$ cat src/rtl/mux_arbiter_mod.sv
// Round-robin arbiter + result register for four requesters; grant is combinational, result appears one cycle later.
// A stalled result (R_VALID & !R_READY) blocks all grants, so no data is ever overwritten.
module mux_arbiter_mod #(
  parameter int DW    = 8,
  parameter int BURST = 2
) (
  input  logic          CLK,
  input  logic          RST_N,
  input  logic [3:0]    REQ,
  input  logic [DW-1:0] A,
  input  logic [DW-1:0] B,
  input  logic [DW-1:0] C,
  input  logic [DW-1:0] D,
  output logic [3:0]    GNT,
  output logic [2*DW-1:0] R,
  output logic [1:0]    R_ID,
  output logic          R_VALID,
  input  logic          R_READY,
  output logic          en
);

  localparam int CW = $clog2(BURST + 1);
  localparam logic [CW-1:0] BURST_C = CW'(BURST);

  typedef enum logic {EMPTY, FULL} state_t;

  state_t        state, state_nxt;
  logic [DW-1:0] r_dat;
  logic [1:0]    last;
  logic [CW-1:0] cnt;

  logic          free;
  logic          others;
  logic          rpt;
  logic          found;
  logic          xfer;
  logic [1:0]    win;
  logic [1:0]    idx;
  logic [DW-1:0] sel_dat;

  always_comb begin
    GNT    = 4'b0000;
    win    = last;
    rpt    = 1'b0;
    found  = 1'b0;
    idx    = 2'd0;
    free   = (state == EMPTY) | R_READY;
    others = |(REQ & ~(4'b0001 << last));
    if (RST_N && free && (REQ != 4'b0000)) begin
      // cnt==0 means last never actually won, so it gets no repeat claim under contention
      if (REQ[last] && (!others || (cnt != '0 && cnt < BURST_C))) begin
        rpt = 1'b1;
      end else begin
        for (int k = 1; k < 4; k++) begin
          idx = last + 2'(k);
          if (!found && REQ[idx]) begin
            win   = idx;
            found = 1'b1;
          end
        end
      end
      GNT = 4'b0001 << win;
    end
  end

  assign xfer = |(REQ & GNT);

  always_comb begin
    case (win)
      2'd0:    sel_dat = A;
      2'd1:    sel_dat = B;
      2'd2:    sel_dat = C;
      default: sel_dat = D;
    endcase
  end

  always_comb begin
    state_nxt = state;
    if (xfer) begin
      state_nxt = FULL;
    end else if (state == FULL && R_READY) begin
      state_nxt = EMPTY;
    end
  end

  always_ff @(posedge CLK) begin
    if (!RST_N) begin
      state <= EMPTY;
      r_dat <= '0;
      R_ID  <= 2'd0;
      last  <= 2'd3;
      cnt   <= '0;
    end else begin
      state <= state_nxt;
      if (xfer) begin
        r_dat <= sel_dat;
        R_ID  <= win;
        last  <= win;
        if (rpt) begin
          cnt <= (cnt < BURST_C) ? cnt + 1'b1 : BURST_C;
        end else begin
          cnt <= CW'(1);
        end
      end
    end
  end

  assign R       = {{DW{1'b0}}, r_dat};
  assign R_VALID = (state == FULL);
  assign en      = R_VALID | (|REQ);

endmodule

$ cat config.mk
export PLATFORM = sky130hd
export DESIGN_NAME = mux_arbiter_mod
export DESIGN_NICKNAME = d
export VERILOG_FILES = /design/src/rtl/mux_arbiter_mod.sv
export SDC_FILE = /design/constraint.sdc
export NUM_CORES = 1
export LEC_CHECK = 0
export ABC_AREA = 1
export BUFFER_PORTS_ARGS = -buffer_cell sky130_fd_sc_hd__buf_2
export CORE_AREA = 4 4 69 65
export CTS_BUF_LIST = sky130_fd_sc_hd__clkbuf_8 sky130_fd_sc_hd__clkbuf_16
export CTS_CLUSTER_DIAMETER = 60
export CTS_CLUSTER_SIZE = 20
export DETAILED_ROUTE_END_ITERATION = 12
export DIE_AREA = 0 0 73 69
export HOLD_SLACK_MARGIN = 0.08
export PLACE_DENSITY = 0.65
export SLEW_MARGIN = 20
export SYNTH_ARGS = -nofsm -noshare
export SYNTH_HDL_FRONTEND = slang
export SYNTH_SLANG_ARGS = --single-unit
$ cat constraint.sdc
create_clock -name CLK -period 3.3 [get_ports CLK]
set_input_delay 0.66 -clock CLK [delete_from_list [all_inputs] [get_ports CLK]]
set_output_delay 0.66 -clock CLK [all_outputs]
set_load 0.02 [all_outputs]
; After elaboration in Yosys (flattened, before gate mapping)
; Cells that the tools add are included.
[totals]
reg_bits = 15
wordCells = 70
[classes]
n_reduce_logical = 18
n_eq_ne = 2
addsub = 4
shifts = 2
bitwise_logic = 6
mux = 28
n_lt_le_gt_ge = 5
[op_table]
columns = operator, count
row1 = $pmux 8 s3, 1
row2 = $mux 2, 8
row3 = $mux 1, 14
row4 = $lt 2x3->1 const B, 4
row5 = $reduce_or 4->1, 3
row6 = $and 4x4->4, 2
row7 = $bmux 1 s2, 4
row8 = $shl 1x2->4 const A, 2
row9 = $logic_and 1x1->1, 7
row10 = $add 2x1->2 const B, 2
row11 = $add 2x2->2 const B, 2
row12 = $mux 4, 1
row13 = $not 4->4, 1
row14 = $reduce_bool 2->1, 2
row15 = $reduce_bool 4->1, 1
row16 = $logic_not 1->1, 3
row17 = $eq 2x1->1 const B, 1
row18 = $eq 2x2->1 const B, 1
row19 = $logic_not 2->1, 1
row20 = $lt 2x2->1 const B, 1
row21 = $or 1x1->1, 2
row22 = $logic_or 1x1->1, 1
row23 = $not 1->1, 1

; Logic depth before layout (Yosys ltp)
[depth]
depth_word = 24
depth_mapped = 18
ltp_nobuf = 17

; Worst setup path after synthesis
; No wires, ideal clock.
[synth_timing]
kind = register to output
start = register last[0]
end = output port GNT[1]
setup_slack_ps = 771
t_arrival_ps = 1869
path_stages_with_launch = 12
path_cell_list = dfxtp_1 > inv_2 > ha_1 > inv_1 > nand3_1 > nand2_1 > inv_2 > nand2_1 > nand3_1 > nand2_1 > nand2_1 > a21oi_1
[synth_between]
elab_chain_cells = 18
[synth_rtl]
columns = element, line
row1 = start: declaration, 29  ; logic [1:0] last;
row2 = start signal: assignment, 98  ; last <= win;
row3 = $add 2x1->2, 55  ; idx = last + 2'(k);
row4 = $bmux 1 s2, 56  ; if (!found && REQ[idx]) begin
row5 = $mux 1 (not written as such), 56
row6 = $mux 1, 56
row7 = $mux 1, 51  ; if (REQ[last] && (!others || (cnt != '0 && cnt < BURST_C))) begin
row8 = $mux 1, 49  ; if (RST_N && free && (REQ != 4'b0000)) begin
row9 = $logic_not 1->1, 56
row10 = $logic_and 1x1->1, 56
row11 = [... 2 more ...], n/a
row12 = $mux 1, 49
row13 = $logic_not 1->1, 56
row14 = $logic_and 1x1->1, 56
row15 = $mux 2, 56
row16 = $mux 2 (*), 51
row17 = $mux 2 (*), 49
row18 = $shl 1x2->4 (*), 62  ; GNT = 4'b0001 << win;
row19 = $mux 4 (*), 49
row20 = end: declaration, 14  ; output logic [3:0] GNT,
; Mark *: on every way between the ends. The rest lies on a longest branch, timed or not. The select of a mux whose other input is x is not followed.

; Worst setup path in the final report
; Ends and elaborated chain as after synthesis.

==> results_dict.tcl <==
set metrics [dict create \
    outcome "completed" \
    tns_ns 0 \
    cts_tree "yes" \
    clock_path_buffers 2 \
    layout.area.seq_um2 300.3 \
    synth_area_um2 1269 \
    ys_seq_elements 15 \
    worstSetupEndpointType "output port" \
    core_um2 3705 \
    finalHoldViolCount 0 \
    maxSlewHeadroom_pct 66.72 \
    path_class "flop to output port" \
    power.density_nw_per_um2 548.1 \
    floorplan.rows 21 \
    max-vdd-ir-drop_uv 220.6 \
    gp_congestion 0.8278 \
    critPathLaunch "last[0]" \
    finalMaxSlewViolations 0 \
    track_usage_pct 13.13 \
    r2r_start "last[0]" \
    ctsHtreeMaxLevel 1 \
    vias 1427 \
    final_common_cell "nand2_1" \
    wirelength_um 3263 \
    crit_fanout 9 \
    met2_length_um 1349 \
    tightest_slew_ns 0.4973 \
    nets 312 \
    max_freq_mhz 333.9 \
    syn_area_per_cell_um2 5.901 \
    overflow 0 \
    dieArea_um2 5037 \
    ff2ff_path_depth 15 \
    cts_made_buffers 3 \
    start_kind "flop" \
    avgViaCountPerCell 4.545 \
    grt_pass1_wl_um 5471 \
    holdPathStages 2 \
    drt_iter0_drc 84 \
    post-cts-setup-buffer-count 0 \
    finalClockSkew_ns 0.0006734 \
    dr.pass1.iters 4 \
    routedWlPerCell_um 10.39 \
    num-fill-cells 423 \
    synth-warning-count 0 \
    drt_drc_violations_left 0 \
    cp_slowest_cell "dfxtp_1" \
    min_from "R_ID[0]" \
    multi_input_area_um2 810.8 \
    stdcell_count 314 \
    crit_top_cell "nand2_1" \
    met3WireLength_um 374 \
    grt_pass1_vias 1313 \
    final_cell_mix "nand2_1 (78), buf_2 (54), nand3_1 (29), inv_1 (20), nor2_1 (20)" \
    rsz0062_at_grt "no" \
    numPortBuffers 54 \
    areaGrowthSynthToFinish_pct 24.36 \
    place_inst 310 \
    drv_cap 0 \
    path_cells "inv_2 > ha_1 > inv_1 > nand3_1 > nand2_1 > inv_2 > nand2_1 > nand3_1 > nand2_1 > nand2_1 > a21oi_1 > buf_2" \
    synthCells 215 \
    ant_nets 0 \
    met1_length_um 1510 \
    hp-class "flop to flop" \
    grt_antenna_before_repair 0 \
    grt_max_degree 18 \
    cts_root_buf "clkbuf_8" \
    cts_hold_buf 0 \
    worstPathRequired_ns 2.64 \
    hpwl_um 2686 \
    clk_latency_ns 0.24 \
    start_util_pct 34.25 \
    p_leak_nw 0.9142 \
    die_h_um 69 \
    clock_sinks 15 \
    utilization_pct 42.59 \
    highest_layer "met4" \
    min_period_ns 2.995 \
    critPathMaxStageDelay_ns 0.52 \
    drive_above_1_share_pct 26.49 \
    antenna_cells 0 \
    fin_hold_ws_ns 0.4648 \
    setup_viol 0 \
    fin_crit_sh_pct 90.76 \
    ios 63 \
    cts.reportedPaths.clkPinSlew_ns 0.06 \
    crit_arrival_ns 2.34 \
    ys_types 22 \
    die-width_um 73 \
    seq_area_frac_synth_pct 23.67 \
    cts_resized 0 \
]
[area by class of cell]
class,instances,share of cell area [%]
repair buffers,55,17.61
well taps,46,3.648
flip-flops and latches,15,19.03
multi-input cells,171,51.39
clock inverters,1,0.2379
inverters,23,5.472
clock buffers,3,2.617
[through the flow]
stage | area (um^2) | total power, mW | worst slack [ns]
floorplan | 1295 | 0.6223 | 0.7710
global placement | 1533 | 0.7196 | 0.5954
detailed placement | 1533 | 0.7241 | 0.5780
CTS | 1578 | 0.8723 | 0.3201
global route | 1578 | 0.9495 | 0.08155
finish | 1578 | 0.8648 | 0.3048
[cells in the mapped netlist (all sizes together)]
cell,count,area [um^2]
o21ai,10,50.05
conb,1,3.750
nand2,82,322.8
nand3,31,165.2
a21oi,7,35.03
nor2,22,101.4
nand4,4,25.02
inv,23,86.33
ha,4,50.05
nand3b,1,7.510
clkbuf,2,7.510
buf,11,90.08
nor3,1,16.27
dfxtp,15,300.3
o211ai,1,7.510
[cell families (layout without fill, tap and decap cells)]
group           count (synthesis)  count (layout)  share of synthesized area [%]
buf+inv                        36              82                          14.50
fa+ha+maj                       4               4                          3.945
other cells                     1               8                         0.2956
flops                          15              15                          23.67
compound gates                 18              18                          7.298
simple gates                  141             141                          50.30
[sequential cells by signal, summed over array words and instances, names as in the netlist]
name and count:
R_ID 2, R_VALID 1, cnt 2, last 2
r_dat 8
[power breakdown]
group / leakage [nW] / switching [mW] / internal [mW]
sequential: 0.124 / 0.0215 / 0.208
clock: 0.0269 / 0.0622 / 0.0822
combinational: 0.763 / 0.329 / 0.163
total: 0.914 / 0.412 / 0.453
[metal layers]
layer | vias up | GRT usage, %
met2 | 60 | 19.86
met5 | - | 0
li1 | 774 | -
met1 | 589 | 16.84
met3 | 4 | 6.105
met4 | 0 | 2.869
[worst max-delay path: cells and delay by family, from the launching register on]
family | cells | cell delay (ns)
adders and majority gates | 1 | 0.38
DFF | 1 | 0.52
and+or+nand+nor | 6 | 0.58
buffers and inverters | 4 | 0.47
AOI/OAI and AO/OA | 1 | 0.14
[path summary, 6_finish.rpt]
path,end,slack [ns]
hold reg to reg,R_ID[0],0.46
hold / removal,R_ID[0],0.46
setup / recovery,GNT[1],0.30
setup reg to reg,r_dat[2],0.52
No activity file was read; power rests on OpenSTA's default activity.
